$ cat config.mk
export PLATFORM = sky130hd
export DESIGN_NAME = reservation_station_flat
export DESIGN_NICKNAME = d
export VERILOG_FILES = /design/src/rtl/rs_pkg.sv /design/src/rtl/reservation_station_if.sv /design/src/rtl/rs_issue_select.sv /design/src/rtl/reservation_station.sv /design/src/flat_wrapper.sv
export SDC_FILE = /design/constraint.sdc
export NUM_CORES = 2
export LEC_CHECK = 0
export ABC_AREA = 0
export CAP_MARGIN = 15
export CORE_MARGIN = 1.5
export CORE_UTILIZATION = 30
export CTS_BUF_LIST = sky130_fd_sc_hd__clkbuf_8
export CTS_CLUSTER_DIAMETER = 100
export DETAILED_ROUTE_END_ITERATION = 8
export PLACE_DENSITY = 0.53
export REMOVE_ABC_BUFFERS = 1
export SLEW_MARGIN = 25
export SYNTH_ARGS = -nofsm -noshare
export SYNTH_HDL_FRONTEND = slang
export SYNTH_SLANG_ARGS = --single-unit
$ cat constraint.sdc
create_clock -name clk_i -period 8.8 [get_ports clk_i]
set_clock_uncertainty 0.1 [all_clocks]
set_input_delay 1.32 -clock clk_i [delete_from_list [all_inputs] [get_ports clk_i]]
set_output_delay 1.32 -clock clk_i [all_outputs]
set_load 0.03 [all_outputs]
$ cat src/rtl/rs_pkg.sv
// Shared types and constants for the reservation station slice.
// Tag width is derived from the default ROB depth; tag 0 means "operand present".
package rs_pkg;

  localparam int ROB_SIZE = 32;
  localparam int TAG_W    = $clog2(ROB_SIZE + 1);
  localparam int DATA_W   = 64;
  localparam int CMD_W    = 10;

  localparam int CMD_MEMWRITE  = 0;
  localparam int CMD_MEMTOREG  = 1;
  localparam int CMD_ALUOP_LSB = 2;
  localparam int CMD_REGWRITE  = 5;
  localparam int CMD_FWD       = 6;
  localparam int CMD_LSHIFT    = 7;
  localparam int CMD_SAVECOND  = 8;
  localparam int CMD_RDEN      = 9;

  typedef logic [TAG_W-1:0]  tag_t;
  typedef logic [DATA_W-1:0] data_t;
  typedef logic [CMD_W-1:0]  cmd_t;

  typedef struct packed {
    logic  valid;
    tag_t  robTag;
    tag_t  tag1;
    tag_t  tag2;
    data_t val1;
    data_t val2;
    cmd_t  commands;
  } rs_entry_t;

endpackage

$ cat src/rtl/reservation_station_if.sv
// Dispatch, CDB and issue bundle between decode, the station and its execution unit.
// master = decode/EU/CDB side, slave = the reservation station.
interface reservation_station_if #(
  parameter int ENTRIES    = 4,
  parameter int ROBsizeLog = rs_pkg::TAG_W
);
  import rs_pkg::*;

  localparam int OccW = $clog2(ENTRIES + 1);

  logic                  writeEn_i;
  logic [ROBsizeLog-1:0] robTag_i;
  logic [ROBsizeLog-1:0] tag1_i;
  logic [ROBsizeLog-1:0] tag2_i;
  logic [DATA_W-1:0]     val1_i;
  logic [DATA_W-1:0]     val2_i;
  logic [CMD_W-1:0]      commands_i;
  logic                  stall_o;
  logic                  cdbValid_i;
  logic [ROBsizeLog-1:0] cdbTag_i;
  logic [DATA_W-1:0]     cdbData_i;
  logic                  flush_i;
  logic                  issueValid_o;
  logic                  issueReady_i;
  logic [ROBsizeLog-1:0] issueROBTag_o;
  logic [DATA_W-1:0]     issueVal1_o;
  logic [DATA_W-1:0]     issueVal2_o;
  logic [CMD_W-1:0]      issueCommands_o;
  logic [OccW-1:0]       occupancy_o;

  modport master (
    output writeEn_i, robTag_i, tag1_i, tag2_i, val1_i, val2_i, commands_i,
    output cdbValid_i, cdbTag_i, cdbData_i, flush_i, issueReady_i,
    input  stall_o, issueValid_o, issueROBTag_o, issueVal1_o, issueVal2_o,
    input  issueCommands_o, occupancy_o
  );

  modport slave (
    input  writeEn_i, robTag_i, tag1_i, tag2_i, val1_i, val2_i, commands_i,
    input  cdbValid_i, cdbTag_i, cdbData_i, flush_i, issueReady_i,
    output stall_o, issueValid_o, issueROBTag_o, issueVal1_o, issueVal2_o,
    output issueCommands_o, occupancy_o
  );

endinterface

$ cat src/rtl/rs_issue_select.sv
// One-hot issue grant over the ready entries: lowest index by default,
// oldest ready entry when RS_OLDEST_FIRST_EN is defined.
module rs_issue_select #(
  parameter int ENTRIES = 4
) (
  input  logic [ENTRIES-1:0] ready,
`ifdef RS_OLDEST_FIRST_EN
  // age[i][j] set means entry j was allocated before entry i
  input  logic [ENTRIES-1:0] age [ENTRIES],
`endif
  output logic [ENTRIES-1:0] grant,
  output logic               anyReady
);

  assign anyReady = |ready;

`ifdef RS_OLDEST_FIRST_EN
  always_comb begin
    for (int i = 0; i < ENTRIES; i++) begin
      grant[i] = ready[i] && ((age[i] & ready) == '0);
    end
  end
`else
  assign grant = ready & (~ready + ENTRIES'(1));
`endif

endmodule

$ cat src/rtl/reservation_station.sv
// Reservation station: buffers dispatched micro-ops, wakes operands from the CDB
// and issues ready entries. RS_OLDEST_FIRST_EN switches issue to oldest-first.
module reservation_station
  import rs_pkg::*;
#(
  parameter int ENTRIES    = 4,
  parameter int ROBsize    = ROB_SIZE,
  parameter int ROBsizeLog = $clog2(ROBsize + 1)
) (
  input logic                  clk_i,
  input logic                  reset_ni,
  reservation_station_if.slave bus
);

  localparam int OccW = $clog2(ENTRIES + 1);

  rs_entry_t             entry [ENTRIES];
  rs_entry_t             newEntry;
  logic [ENTRIES-1:0]    validVec;
  logic [ENTRIES-1:0]    readyVec;
  logic [ENTRIES-1:0]    freeVec;
  logic [ENTRIES-1:0]    freeGrant;
  logic [ENTRIES-1:0]    issueGrant;
  logic [OccW-1:0]       occupancy;
  logic [ROBsizeLog-1:0] cdbTag;
  logic                  anyReady;
  logic                  stall;
  logic                  allocate;
  logic                  issueFire;

  assign cdbTag = bus.cdbTag_i;

  // NOTE: every always_comb output gets a default first so no path infers a latch.
  always_comb begin
    occupancy = '0;
    for (int i = 0; i < ENTRIES; i++) begin
      validVec[i] = entry[i].valid;
      readyVec[i] = entry[i].valid && (entry[i].tag1 == '0) && (entry[i].tag2 == '0);
      occupancy   = occupancy + OccW'(entry[i].valid);
    end
  end

  assign freeVec   = ~validVec;
  assign freeGrant = freeVec & (~freeVec + ENTRIES'(1));
  assign stall     = (occupancy == OccW'(ENTRIES));
  assign allocate  = bus.writeEn_i && !stall && !bus.flush_i;
  assign issueFire = anyReady && bus.issueReady_i;

  // A dispatched operand whose producer broadcasts this very cycle is captured here.
  always_comb begin
    newEntry.valid    = 1'b1;
    newEntry.robTag   = bus.robTag_i;
    newEntry.tag1     = bus.tag1_i;
    newEntry.tag2     = bus.tag2_i;
    newEntry.val1     = bus.val1_i;
    newEntry.val2     = bus.val2_i;
    newEntry.commands = bus.commands_i;
    if (bus.cdbValid_i && (bus.tag1_i != '0) && (bus.tag1_i == cdbTag)) begin
      newEntry.tag1 = '0;
      newEntry.val1 = bus.cdbData_i;
    end
    if (bus.cdbValid_i && (bus.tag2_i != '0) && (bus.tag2_i == cdbTag)) begin
      newEntry.tag2 = '0;
      newEntry.val2 = bus.cdbData_i;
    end
  end

  // NOTE: the whole entry is reset, not just valid, so issue outputs are never X.
  // NOTE: sequential state uses <= so all entries update from pre-edge values.
  always_ff @(posedge clk_i or negedge reset_ni) begin
    if (!reset_ni) begin
      for (int i = 0; i < ENTRIES; i++) entry[i] <= '0;
    end else if (bus.flush_i) begin
      for (int i = 0; i < ENTRIES; i++) entry[i].valid <= 1'b0;
    end else begin
      for (int i = 0; i < ENTRIES; i++) begin
        if (entry[i].valid) begin
          if (bus.cdbValid_i && (entry[i].tag1 != '0) && (entry[i].tag1 == cdbTag)) begin
            entry[i].val1 <= bus.cdbData_i;
            entry[i].tag1 <= '0;
          end
          if (bus.cdbValid_i && (entry[i].tag2 != '0) && (entry[i].tag2 == cdbTag)) begin
            entry[i].val2 <= bus.cdbData_i;
            entry[i].tag2 <= '0;
          end
          if (issueFire && issueGrant[i]) entry[i].valid <= 1'b0;
        end else if (allocate && freeGrant[i]) begin
          entry[i] <= newEntry;
        end
      end
    end
  end

`ifdef RS_OLDEST_FIRST_EN
  logic [ENTRIES-1:0] age [ENTRIES];

  // A new row records every surviving entry as older; its column is cleared
  // so stale bits from the slot's previous occupant cannot outrank it.
  always_ff @(posedge clk_i or negedge reset_ni) begin
    if (!reset_ni) begin
      for (int r = 0; r < ENTRIES; r++) age[r] <= '0;
    end else if (bus.flush_i) begin
      for (int r = 0; r < ENTRIES; r++) age[r] <= '0;
    end else begin
      for (int r = 0; r < ENTRIES; r++) begin
        for (int c = 0; c < ENTRIES; c++) begin
          if (allocate && freeGrant[r]) begin
            age[r][c] <= validVec[c] && !(issueFire && issueGrant[c]);
          end else if ((issueFire && issueGrant[r]) || (allocate && freeGrant[c])) begin
            age[r][c] <= 1'b0;
          end
        end
      end
    end
  end
`endif

  rs_issue_select #(.ENTRIES(ENTRIES)) u_select (
    .ready    (readyVec),
`ifdef RS_OLDEST_FIRST_EN
    .age      (age),
`endif
    .grant    (issueGrant),
    .anyReady (anyReady)
  );

  always_comb begin
    bus.issueROBTag_o   = '0;
    bus.issueVal1_o     = '0;
    bus.issueVal2_o     = '0;
    bus.issueCommands_o = '0;
    for (int i = 0; i < ENTRIES; i++) begin
      if (issueGrant[i]) begin
        bus.issueROBTag_o   = bus.issueROBTag_o   | entry[i].robTag;
        bus.issueVal1_o     = bus.issueVal1_o     | entry[i].val1;
        bus.issueVal2_o     = bus.issueVal2_o     | entry[i].val2;
        bus.issueCommands_o = bus.issueCommands_o | entry[i].commands;
      end
    end
  end

  assign bus.stall_o      = stall;
  assign bus.issueValid_o = anyReady;
  assign bus.occupancy_o  = occupancy;

endmodule

$ cat src/flat_wrapper.sv
// flat-port wrapper written by rule: the top's interface ports become plain ports
module reservation_station_flat import rs_pkg::*;
#(
  parameter int ENTRIES    = 4,
  parameter int ROBsize    = ROB_SIZE,
  parameter int ROBsizeLog = $clog2(ROBsize + 1)
)
  (clk_i, reset_ni, bus_writeEn_i, bus_robTag_i, bus_tag1_i, bus_tag2_i, bus_val1_i, bus_val2_i, bus_commands_i, bus_cdbValid_i, bus_cdbTag_i, bus_cdbData_i, bus_flush_i, bus_issueReady_i, bus_stall_o, bus_issueValid_o, bus_issueROBTag_o, bus_issueVal1_o, bus_issueVal2_o, bus_issueCommands_o, bus_occupancy_o);
  reservation_station_if #(.ENTRIES(ENTRIES), .ROBsizeLog(ROBsizeLog)) bus_i ();
  input logic clk_i;
  input logic reset_ni;
  input wire logic [$bits(bus_i.writeEn_i)-1:0] bus_writeEn_i;
  input wire logic [$bits(bus_i.robTag_i)-1:0] bus_robTag_i;
  input wire logic [$bits(bus_i.tag1_i)-1:0] bus_tag1_i;
  input wire logic [$bits(bus_i.tag2_i)-1:0] bus_tag2_i;
  input wire logic [$bits(bus_i.val1_i)-1:0] bus_val1_i;
  input wire logic [$bits(bus_i.val2_i)-1:0] bus_val2_i;
  input wire logic [$bits(bus_i.commands_i)-1:0] bus_commands_i;
  input wire logic [$bits(bus_i.cdbValid_i)-1:0] bus_cdbValid_i;
  input wire logic [$bits(bus_i.cdbTag_i)-1:0] bus_cdbTag_i;
  input wire logic [$bits(bus_i.cdbData_i)-1:0] bus_cdbData_i;
  input wire logic [$bits(bus_i.flush_i)-1:0] bus_flush_i;
  input wire logic [$bits(bus_i.issueReady_i)-1:0] bus_issueReady_i;
  output wire logic [$bits(bus_i.stall_o)-1:0] bus_stall_o;
  output wire logic [$bits(bus_i.issueValid_o)-1:0] bus_issueValid_o;
  output wire logic [$bits(bus_i.issueROBTag_o)-1:0] bus_issueROBTag_o;
  output wire logic [$bits(bus_i.issueVal1_o)-1:0] bus_issueVal1_o;
  output wire logic [$bits(bus_i.issueVal2_o)-1:0] bus_issueVal2_o;
  output wire logic [$bits(bus_i.issueCommands_o)-1:0] bus_issueCommands_o;
  output wire logic [$bits(bus_i.occupancy_o)-1:0] bus_occupancy_o;
  assign bus_i.writeEn_i = bus_writeEn_i;
  assign bus_i.robTag_i = bus_robTag_i;
  assign bus_i.tag1_i = bus_tag1_i;
  assign bus_i.tag2_i = bus_tag2_i;
  assign bus_i.val1_i = bus_val1_i;
  assign bus_i.val2_i = bus_val2_i;
  assign bus_i.commands_i = bus_commands_i;
  assign bus_i.cdbValid_i = bus_cdbValid_i;
  assign bus_i.cdbTag_i = bus_cdbTag_i;
  assign bus_i.cdbData_i = bus_cdbData_i;
  assign bus_i.flush_i = bus_flush_i;
  assign bus_i.issueReady_i = bus_issueReady_i;
  assign bus_stall_o = bus_i.stall_o;
  assign bus_issueValid_o = bus_i.issueValid_o;
  assign bus_issueROBTag_o = bus_i.issueROBTag_o;
  assign bus_issueVal1_o = bus_i.issueVal1_o;
  assign bus_issueVal2_o = bus_i.issueVal2_o;
  assign bus_issueCommands_o = bus_i.issueCommands_o;
  assign bus_occupancy_o = bus_i.occupancy_o;
  reservation_station #(.ENTRIES(ENTRIES), .ROBsize(ROBsize), .ROBsizeLog(ROBsizeLog)) u_core (.clk_i(clk_i), .reset_ni(reset_ni), .bus(bus_i));
endmodule
==> results.ini <==
[floorplan]
die_x_um=342
dieArea_sq_um=117000
die_y_um=342
ios=381
start_util_pct=30.2
coreArea_sq_um=114000
rows=124

[global_route]
grt_pass1_wl_um=231000
grt_overflow=0
antenna_found_initial=7
track_usage_pct=26.2
grt_pass1_vias=33300
grt_max_degree=148

[sta]
setup_slack_ns=1.88
drv_slew=0
finalCritPeriodShare_pct=78.6
post-route-min-period_ns=6.92
timing.fmax_ghz=0.145
hold_viol_final=0
slew_headroom_pct=23.9
tightestPinTransition_ns=1.14
finalSetupTns_ns=0
setup_viol=0
rsz0062_at_grt=no

[worst_setup_path]
worstSetupPathType=flip-flop to output port
crit_fanout=84
reg2regPathDepth=12
cpPeakStageDelay_ns=0.98
end_kind=output port
arrival_ns=5.50
crit_buf_inv=2
critPathLaunchType=flip-flop
cp.required_ns=7.38
path_delay_family=compound AO/OA/AOI/OAI gates
rr_startpoint=u_core.entry[470]
cp-startpoint=u_core.entry[301]
rr_endpoint=u_core.entry[66]
crit_path_cell_trace=or4_1 > nor4_4 > o211a_4 > buf_12 > a221oi_1 > o2bb2ai_1 > clkdlybuf4s50_1
crit_path_top_delay_cell=o211a_4
r2r_slack_ns=3.03

[run]
drv_cap=0

[power_and_ir_drop]
pwr-share-comb_pct=20.9
switching_share_pct=32.0
seqPwrFrac_pct=45.2
internal-power_mw=6.28
finalPower_mw=9.24
power_density_nw_per_um2=219
ir_drop_v=0.000119
p_leak_nw=16.8
p_switching_mw=2.96
clockPowerShare_pct=33.9

[hold_path]
min_from=u_core.entry[467]
hold_path_depth=2
worstHoldEndpoint=u_core.entry[467]
hold_class=flip-flop to flip-flop

[yosys]
synth_top_area_share_pct=45.5
synth_area_leaders=dfrtp_1 (46%), mux2_2 (6.0%), a22o_1 (5.3%)
synth_cells=3604
syn_area_per_cell_sq_um=9.58
synthFlopType=dfrtp_1
synth_top_area_cell=dfrtp_1
ys_seq_area_share_pct=45.5
yosys_warnings=0
ys_types=60
netlist_area_sq_um=34500
synth.ff_latch_count=628
synth_edf_count=0
synthArstFlopShare_pct=100

[clocking]
clkSlewWorstSetupHoldPaths_ns=0.06
post_cts_resize_count=0
htree_levels=3
cts_setup_buffers=0
hold_buffers=0
clockBufferDepth=3
cts_num_sinks=628
cts_tree=built
cts_inserted_buffers=118
clock_latency_ns=0.81
cts_root_buf=clkbuf_8

[placement]
place_area_sq_um=39500
port-buffer-count=380
place_ws_ns=2.79
dpl.hpwl_um=87400
dp.cells=5127
place_congestion=0.793

[final_layout]
finalNonFillerCells=5349
fin_area_sq_um=42200
largest_register_ffs=628
top_regs=u_core.entry x628
area_growth_pct=22.1
fin_nets=3975
top_register=u_core.entry
drive_gt1_share_pct=12.6
nFillCells=11600

[drt]
first_iter_violations=3418
antenna_left=0
route.vias.total=33000
wl_um=158000
drt-pass1-iter-count=6
wl_per_cell_um=29.5
routed_via_density=6.18
drc=0

[run_status]
outcome=finished, final reports clean

==> worst max path at each step <==
stage               slack, ns                endpoint  cells after the start
floorplan               -3.05  bus_issueCommands_o[0]                      4
global placement         2.83     bus_issueVal2_o[59]                      7
detailed placement       2.79     bus_issueVal2_o[61]                      7
CTS                      1.90     bus_issueVal2_o[61]                      7
global route             1.78     bus_issueVal2_o[59]                      7
finish                   1.88     bus_issueVal2_o[61]                      7
==> kinds of logic after synthesis <==
group                      synth area share [%]
AOI/OAI and AO/OA                          30.4
and+or+nand+nor                            10.3
DFF                                        45.5
buffers and inverters                      5.89
muxes                                      6.23
xor gates and xnor gates                   1.50
adders and majority gates                 0.167
==> per-layer routing <==
| metal | vias to the layer above | GRT usage, % | wire length, um |
|---|---|---|---|
| li1 | 14000 | - | - |
| met1 | 16900 | 34.7 | 66000 |
| met2 | 1775 | 41.6 | 72800 |
| met3 | 328 | 5.75 | 13400 |
| met4 | 8 | 10.4 | 5830 |
| met5 | - | 0 | 47 |
==> power groups by stage <==
stage | sequential [mW] | clock, mW | combinational (mW)
after detailed placement | 4.19 | 0 | 1.92
after floorplan | 4.06 | 0 | 1.22
after global routing | 4.26 | 3.31 | 2.12
final | 4.18 | 3.13 | 1.93
after CTS | 4.15 | 3.18 | 1.92
after global placement | 4.19 | 0 | 1.87
==> tightest hold or removal path: cells and delay by family, from the launching register on <==
| kind | cells | cell delay [ns] |
|---|---|---|
| and+or+nand+nor | 2 | 0.10 |
| DFF | 1 | 0.34 |
==> cells in the mapped netlist, types with 2 or more instances <==
library cell and count:
a211oi_1 2, a21oi_1 271, a221oi_1 144, a22o_1 207, a22oi_1 147, a31oi_1 131, a32o_1 2, and2_1 19
and3_1 5, and4_1 51, buf_1 17, buf_2 71, buf_4 2, clkbuf_1 352, dfrtp_1 628, ha_1 3
inv_1 68, mux2_1 7, mux2_2 183, nand2_1 372, nand3_1 30, nand4_1 73, nor2_1 209, nor3_1 6
nor4_1 2, o21ai_0 140, o21ai_1 2, o221ai_1 134, o22a_1 14, o22ai_1 2, o2bb2ai_1 146, o311ai_0 2
o31a_1 51, o31ai_1 18, o41ai_4 4, or2_2 2, or3_1 2, or4_1 6, xnor2_1 54, xor2_1 5
==> cell usage in the layout, fill, tap and decap left out, drive strengths merged, types with 5 or more instances in the layout <==
cell,n
nor2,209
clkdlybuf4s50,379
a22o,207
a21oi,271
o22a,14
nand4,74
clkbuf,153
bufinv,7
o2bb2ai,146
inv,112
xnor2,54
and3,5
nor3,6
o221ai,134
a31oi,131
clkinv,12
mux2,190
nand2,372
a22oi,147
o31a,51
and4,51
or4,6
nand3,30
a221oi,144
xor2,5
and2,19
o31ai,19
buf,80
o21ai,142
dfrtp,628
==> metrics by stage <==
step | util [%] | hold WS [ns]
floorplan | - | 0.346
global placement | 34.5 | 0.359
detailed placement | 34.6 | 0.362
CTS | 36.8 | 0.377
global route | 36.9 | 0.392
finish | 36.9 | 0.374
==> layout make-up <==
type / instances / area (sq um) / share of cell area (%)
Sequential cell: 628 / 15700 / 37.3
Antenna cell: 3 / 7.51 / 0.0178
Inverter: 69 / 260 / 0.617
Clock inverter: 62 / 442 / 1.05
Timing Repair Buffer: 459 / 4630 / 11.0
Tap cell: 1512 / 1890 / 4.49
Multi-Input combinational cell: 2463 / 17100 / 40.6
Clock buffer: 153 / 2110 / 4.99
Note: power is estimated with default switching activity, not from simulation.
